**config.mk**
```make
export PLATFORM = sky130hd
export DESIGN_NAME = intel_vvp_icon_axi_zero_strip
export DESIGN_NICKNAME = d
export VERILOG_FILES = /design/src/rtl/intel_vvp_icon_axi_zero_strip.sv
export SDC_FILE = /design/constraint.sdc
export NUM_CORES = 1
export LEC_CHECK = 0
export ABC_AREA = 1
export CORE_UTILIZATION = 25
export DETAILED_ROUTE_END_ITERATION = 16
export SLEW_MARGIN = 10
export SYNTH_ARGS = -nofsm -noshare
export SYNTH_HDL_FRONTEND = slang
export SYNTH_SLANG_ARGS = --single-unit
```
**constraint.sdc**
```tcl
create_clock -name clock -period 1.37 [get_ports clock]
set_input_delay 0.3425 -clock clock [delete_from_list [all_inputs] [get_ports clock]]
set_output_delay 0.3425 -clock clock [all_outputs]
set_load 0.05 [all_outputs]
```
**src/rtl/intel_vvp_icon_axi_zero_strip.sv**
```systemverilog
// intel_vvp_icon_axi_zero_strip
// Removes the byte-padding added by the ICON zero-pad stage. Each pixel is
// narrowed back to BPS*NUMBER_OF_COLOR_PLANES bits and tuser to its kept LSBs.
// A registered slice (output register plus one-entry skid) keeps full
// throughput while s_axis_tready stays a flop output. Beats carrying nonzero
// pad bits or nonzero dropped tuser bits are still forwarded. Such beats are
// also counted, and raise a sticky flag.
module intel_vvp_icon_axi_zero_strip #(
  parameter int BPS                    = 10,
  parameter int NUMBER_OF_COLOR_PLANES = 3,
  parameter int PIXELS_IN_PARALLEL     = 2,
  // Kept tuser width, same value as intel_vvp_icon_pkg::VVP_USER_KEEP_BITS
  localparam int VVP_USER_KEEP_BITS    = 2,
  localparam int PW   = BPS * NUMBER_OF_COLOR_PLANES,
  localparam int PB   = (((PW + 7) / 8) < 2) ? 2 : ((PW + 7) / 8),
  localparam int PWP  = 8 * PB,
  localparam int DIN  = PWP * PIXELS_IN_PARALLEL,
  localparam int DOUT = PW * PIXELS_IN_PARALLEL,
  localparam int UIN  = PB * PIXELS_IN_PARALLEL
) (
  input  logic                          clock,
  input  logic                          areset_n,
  input  logic [DIN-1:0]                s_axis_tdata,
  input  logic [UIN-1:0]                s_axis_tuser,
  input  logic                          s_axis_tlast,
  input  logic                          s_axis_tvalid,
  output logic                          s_axis_tready,
  output logic [DOUT-1:0]               m_axis_tdata,
  output logic [VVP_USER_KEEP_BITS-1:0] m_axis_tuser,
  output logic                          m_axis_tlast,
  output logic                          m_axis_tvalid,
  input  logic                          m_axis_tready,
  input  logic                          clear_error,
  output logic                          pad_error,
  output logic [15:0]                   pad_err_count
);

  typedef enum logic [1:0] {
    ST_EMPTY = 2'd0,
    ST_ONE   = 2'd1,
    ST_FULL  = 2'd2
  } state_t;

  state_t state_reg, state_next;
  logic   tready_reg;

  logic [DOUT-1:0]               strip_data;
  logic [PIXELS_IN_PARALLEL-1:0] pad_nz;
  logic                          user_nz;
  logic                          bad_beat;

  logic [DOUT-1:0]               out_data_reg, skid_data_reg;
  logic [VVP_USER_KEEP_BITS-1:0] out_user_reg, skid_user_reg;
  logic                          out_last_reg, skid_last_reg;
  logic                          pad_error_reg;
  logic [15:0]                   pad_err_count_reg;

  logic accept, emit;
  logic load_out_in, load_out_skid, load_skid;

  assign accept = s_axis_tvalid & tready_reg;
  assign emit   = (state_reg != ST_EMPTY) & m_axis_tready;

  // Per-pixel strip and pad-bit inspection
  genvar gi;
  generate
    for (gi = 0; gi < PIXELS_IN_PARALLEL; gi++) begin : g_pix
      assign strip_data[gi*PW +: PW] = s_axis_tdata[gi*PWP +: PW];
      if (PWP > PW) begin : g_pad
        assign pad_nz[gi] = |s_axis_tdata[gi*PWP+PW +: PWP-PW];
      end else begin : g_nopad
        assign pad_nz[gi] = 1'b0;
      end
    end
    if (UIN > VVP_USER_KEEP_BITS) begin : g_user_drop
      assign user_nz = |s_axis_tuser[UIN-1:VVP_USER_KEEP_BITS];
    end else begin : g_user_keep
      assign user_nz = 1'b0;
    end
  endgenerate

  assign bad_beat = accept & ((|pad_nz) | user_nz);

  // Slice next-state and register load selection
  always_comb begin
    state_next    = state_reg;
    load_out_in   = 1'b0;
    load_out_skid = 1'b0;
    load_skid     = 1'b0;
    case (state_reg)
      ST_EMPTY: begin
        if (accept) begin
          state_next  = ST_ONE;
          load_out_in = 1'b1;
        end
      end
      ST_ONE: begin
        if (accept && !emit) begin
          state_next = ST_FULL;
          load_skid  = 1'b1;
        end else if (emit && !accept) begin
          state_next = ST_EMPTY;
        end else if (emit && accept) begin
          load_out_in = 1'b1;
        end
      end
      ST_FULL: begin
        if (emit) begin
          state_next    = ST_ONE;
          load_out_skid = 1'b1;
        end
      end
      default: state_next = ST_EMPTY;
    endcase
  end

  // Slice state and registered ready (low whenever the slice will be full)
  always_ff @(posedge clock or negedge areset_n) begin
    if (!areset_n) begin
      state_reg  <= ST_EMPTY;
      tready_reg <= 1'b0;
    end else begin
      state_reg  <= state_next;
      tready_reg <= (state_next != ST_FULL);
    end
  end

  // Output register and skid entry, holding stripped width only
  always_ff @(posedge clock or negedge areset_n) begin
    if (!areset_n) begin
      out_data_reg  <= '0;
      out_user_reg  <= '0;
      out_last_reg  <= 1'b0;
      skid_data_reg <= '0;
      skid_user_reg <= '0;
      skid_last_reg <= 1'b0;
    end else begin
      if (load_out_in) begin
        out_data_reg <= strip_data;
        out_user_reg <= s_axis_tuser[VVP_USER_KEEP_BITS-1:0];
        out_last_reg <= s_axis_tlast;
      end else if (load_out_skid) begin
        out_data_reg <= skid_data_reg;
        out_user_reg <= skid_user_reg;
        out_last_reg <= skid_last_reg;
      end
      if (load_skid) begin
        skid_data_reg <= strip_data;
        skid_user_reg <= s_axis_tuser[VVP_USER_KEEP_BITS-1:0];
        skid_last_reg <= s_axis_tlast;
      end
    end
  end

  // Sticky error flag and saturating bad-beat counter; a bad beat arriving
  // together with clear_error still counts as the first one after the clear
  always_ff @(posedge clock or negedge areset_n) begin
    if (!areset_n) begin
      pad_error_reg     <= 1'b0;
      pad_err_count_reg <= 16'd0;
    end else if (clear_error) begin
      pad_error_reg     <= bad_beat;
      pad_err_count_reg <= bad_beat ? 16'd1 : 16'd0;
    end else if (bad_beat) begin
      pad_error_reg <= 1'b1;
      if (pad_err_count_reg != 16'hFFFF) begin
        pad_err_count_reg <= pad_err_count_reg + 16'd1;
      end
    end
  end

  assign s_axis_tready = tready_reg;
  assign m_axis_tvalid = (state_reg != ST_EMPTY);
  assign m_axis_tdata  = out_data_reg;
  assign m_axis_tuser  = out_user_reg;
  assign m_axis_tlast  = out_last_reg;
  assign pad_error     = pad_error_reg;
  assign pad_err_count = pad_err_count_reg;

endmodule

```
; ---- Word-level counts from Yosys, hierarchy flattened
; Index checks and enable logic that the tools add are counted.
[classes]
eq_ne = 4
bitwise = 4
n_mux = 26
n_addsub = 1
reduce_logical = 13
[ops]
columns = cell, count
row1 = $mux W60, 2
row2 = $mux W16, 3
row3 = $add A16 B1 Y16 const B, 1
row4 = $ne A16 B16 Y1 const B, 1
row5 = $mux W1, 13
row6 = $mux W2, 6
row7 = $reduce_bool A2 Y1, 4
row8 = $pmux W2 S3, 1
row9 = $reduce_or A6 Y1, 1
row10 = $reduce_or A4 Y1, 1
row11 = $and A1 B1 Y1, 3
row12 = $logic_and A1 B1 Y1, 3
row13 = $eq A2 B1 Y1 const B, 1
row14 = $eq A2 B2 Y1 const B, 1
row15 = $logic_not A1 Y1, 2
row16 = $logic_not A2 Y1, 1
row17 = $ne A2 B2 Y1 const B, 1
row18 = $pmux W1 S2, 1
row19 = $reduce_and A2 Y1, 1
row20 = $or A1 B1 Y1, 1
[totals]
regBits = 146
in_bits = 78
elab_cells = 58
out_inout_bits = 82

; ---- Logic depth before layout (Yosys ltp)
[depth]
ltp_word = 8
ltp_mapped = 10
depth_no_buf = 10

; ---- Least setup slack after synthesis
; Ideal clock, no wire load.
[synth_timing]
path_type = reg-to-reg
from = register pad_err_count_reg[0], in the netlist pad_err_count[0]
to = register pad_err_count_reg[12], in the netlist pad_err_count[12]
required_time_ns = 1.303
arrival_time_ns = 1.777
path_stages_with_launch = 11
synth_period_minus_slack_ns = 1.844
path_buffers = 1
slack_ns = -0.474
setup_time_ns = 0.067
cell_sequence = dfrtp_1 ha_1 inv_1 nor2_4 nand2_2 inv_2 nand3_2 nand2_4 buf_12 nand3_1 nand2_1
[synth_between]
elab_chain_cells = 4
word_cells_on_any_way = 7
cone_classes = add/sub: 1 / eq/ne: 1 / mux: 3 / reduce/logical: 2
[synth_lines]
columns = element, line_no
row1 = start: declaration, 56  ; logic [15:0] pad_err_count_reg;
row2 = start signal: assignment, 163  ; pad_err_count_reg <= bad_beat ? 16'd1 : 16'd0;
row3 = start signal: assignment, 167  ; pad_err_count_reg <= pad_err_count_reg + 16'd1;
row4 = $add A16 B1 Y16, 167
row5 = $mux W16, 166  ; if (pad_err_count_reg != 16'hFFFF) begin
row6 = $mux W16, 164  ; end else if (bad_beat) begin
row7 = $mux W16, 161  ; end else if (clear_error) begin
; Several ways; a longest one is shown, not always the timed one. The select of a mux whose other input is x is not followed.
; A chain may end at the register's enable or synchronous reset.

; ---- Worst setup path after layout
[layout_timing]
from = register state_reg[1]
to = output m_axis_tvalid
[layout_between]
elab_chain_cells = 1
[layout_lines]
columns = element, line_no
row1 = start: declaration, 44  ; state_t state_reg, state_next;
row2 = start signal: assignment, 123  ; state_reg <= state_next;
row3 = $reduce_bool A2 Y1, 173  ; assign m_axis_tvalid = (state_reg != ST_EMPTY);
row4 = end: declaration, 31  ; output logic m_axis_tvalid,
; No other way between the ends.

==> results.cfg <==
[status]
status = complete, but fails checks
violations = setup timing

[synth]
synth.top_cells.by_area = dfrtp_1, nand2_1, nand3_1, inv_1, o221ai_1
synthesis.area_um2 = 6550
synthArstFlopShare_pct = 100
synthCells = 743
yosysMostFrequentCell = dfrtp_1
synthDominantCellAreaShare_pct = 55.8
ys_warn_count = 0
ys.flop_type = dfrtp_1
yosysSeqAreaShare_pct = 55.8
synth_nets = 822
synth_edf_count = 0
ys_ff_latch = 146
synth_top_area_cell = dfrtp_1
synth_cell_types = 27
syn_area_per_cell_um2 = 8.82
synthTopCellsByCount = dfrtp_1, nand2_1, inv_1

[floorplan]
ios = 160
die-area_um2 = 26900
die_y_um = 164
initial_core_util_pct = 25.7
num_rows = 58
core_area_um2 = 25500
die-width_um = 164

[place]
portBuffers = 159
hpwl_um = 13000
gp_congestion = 0.883

[global_route]
antenna_found_initial = 1
track_usage_pct = 15.7
grt_overflow_total = 0
grt_pass1_vias = 6200
grt_pass1_wl_um = 32300
grt_max_degree = 69

[worst_setup_path]
crit_path_top_delay_cell = dfrtp_1
timing_worst_setup_path_type = reg -> out
crit_family = flip-flops
critPathMaxStageDelay_ns = 0.41
start_kind = register
critical_path_required_ns = 1.03
path_max_fanout = 2
crit_path_end_kind = output pin
cp_num_buf_inv = 3
rrSetupSlack_ns = -0.16
cp_cell_sequence = buf_6, inv_4, nand2_4, buf_12
critPathArrivalTime_ns = 1.22

[timing]
finalSetupViolCount = 155
max_slew_margin_pct = 76.4
hold_viol = 0
skew_ns = 0.00869
clock.fmax_mhz = 639
tightest_slew_ns = 0.354
finalSetupTns_ns = -12.03
worst_slack_ns = -0.195
drv_slew = 0
rsz0062_at_grt = true
period_needed_ns = 1.57
fin_crit_sh_pct = 114

[power_and_ir_drop]
p_leak_nw = 5.96
pwr-share-seq_pct = 27.5
power_mw = 29.0
peakVddDrop_mv = 1.46
internal_power_mw = 17.4
power_frac_comb_pct = 55.0
p_per_area_nw_per_um2 = 2210
switching_power_mw = 11.6
netSwitchingFraction_pct = 40.0
pwr-share-clk_pct = 17.5

[routing]
num_vias = 6589
remaining_drc_errors = 0
drt-met1-wl_um = 10400
routed-wl-met2_um = 12900
ant_nets = 0
firstDrtPassIters = 4
wl_per_cell_um = 17.9
first_iter_violations = 242
drt_wl_total_um = 25100
met3_length_um = 1230
drt-vias-per-instance = 4.71
top_layer = met4

[finish]
syn_to_final_growth_pct = 99.9
insertedDiodeCount = 0
utilization_pct = 51.4
layout-drive-gt1-share_pct = 49.2
nNetsFinal = 1134

[clocking]
path_clk_slew_ns = 0.07
clock_path_buffers = 2
clock_sinks = 146
clock_latency_ns = 0.42
cts_tree = done
cts-root-buf = clkbuf_16
numCtsBuffers = 17
htreeDepth = 4

[flow_run]
cap_viol_max_count = 0

[hold_path]
hp-class = in -> async
what timing repair did:
action	in CTS	in global routing
gates cloned	11	22
resized for setup	84	214
setup endpoints to repair	118	164
endpoints found under the hold margin	21	0
setup buffers	49	45
hold buffers	1	0
pin swaps	17	74
metal layers:
metal / vias up / global-route usage [%]
met5: - / 0
met4: 0 / 4.67
met3: 41 / 3.94
met2: 190 / 27.1
met1: 3265 / 19.3
li1: 3093 / -
final timing paths:
kind,start,endpoint,cells past startpoint
min in group clock,skid_data_reg[2]$_DFFE_PN0P_,skid_data_reg[2]$_DFFE_PN0P_,2
max,state_reg[1]$_DFF_PN0_,m_axis_tvalid,4
min,areset_n,pad_err_count[1]$_DFFE_PN0P_,2
max reg2reg,state_reg[0]$_DFF_PN0_,m_axis_tdata[34]$_DFFE_PN0P_,8
min reg2reg,skid_data_reg[2]$_DFFE_PN0P_,skid_data_reg[2]$_DFFE_PN0P_,2
max in group asynchronous,areset_n,m_axis_tdata[34]$_DFFE_PN0P_,3
layout by cell type (no fill, tap or decap), types with 4 or more instances in the layout:
cell	instances
nand2_2	24
buf_16	10
buf_4	91
o211ai_1	27
bufinv_16	4
inv_1	109
o21ai_0	20
o21ai_1	7
nand3_4	11
nand3_1	23
nand2_4	19
dfrtp_1	121
buf_12	102
nor2_1	42
buf_8	8
clkinv_2	4
o21ai_2	11
nand4_1	6
dfrtp_2	25
xor2_1	7
clkbuf_16	28
nand2_1	84
nand3_2	60
o221ai_2	35
clkdlybuf4s50_1	76
nor2_2	17
buf_6	37
a21oi_1	15
nor2_4	8
a21oi_2	12
per-stage QoR:
step | area, µm² | hold WS [ns] | instances | setup WS (ns)
floorplan | 6860 | 0.0469 | 743 | -0.147
finish | 13100 | 0.389 | 1398 | -0.195
CTS | 11700 | 0.380 | 1339 | -0.169
global placement | 10000 | 0.263 | 1247 | -0.447
global route | 13100 | 0.411 | 1398 | -0.232
detailed placement | 10000 | 0.257 | 1247 | -0.470
cell families (layout without fill, tap and decap cells):
kind of cell	count (synthesis)	in the layout	share of synthesized area [%]
AND/OR/NAND/NOR	298	299	19.9
adder cells (fa/ha/maj)	1	1	0.191
flip-flops	146	146	55.8
AO/OA/AOI/OAI	132	132	13.3
buffers and inverters	159	483	9.86
XOR/XNOR	7	7	0.936
power groups by stage:
stage                     Clock (mW)  Sequential (mW)  Combinational, mW
final                           5.07             7.96               15.9
after global routing            5.34             8.13               16.7
after floorplan                    0             10.5               3.20
after detailed placement           0             7.91               11.8
after CTS                       5.15             7.84               13.7
after global placement             0             7.88               11.6
layout make-up:
cell class                 instances  area, µm²
fill                            2186      12400
timing repair buffer             336       4580
sequential                       146       3680
multi-input combinational        439       3340
clock buffer                      19        453
inverter                         115        444
tap                              330        413
clock inverter                    13        183
No activity file was read; power rests on OpenSTA's default activity.
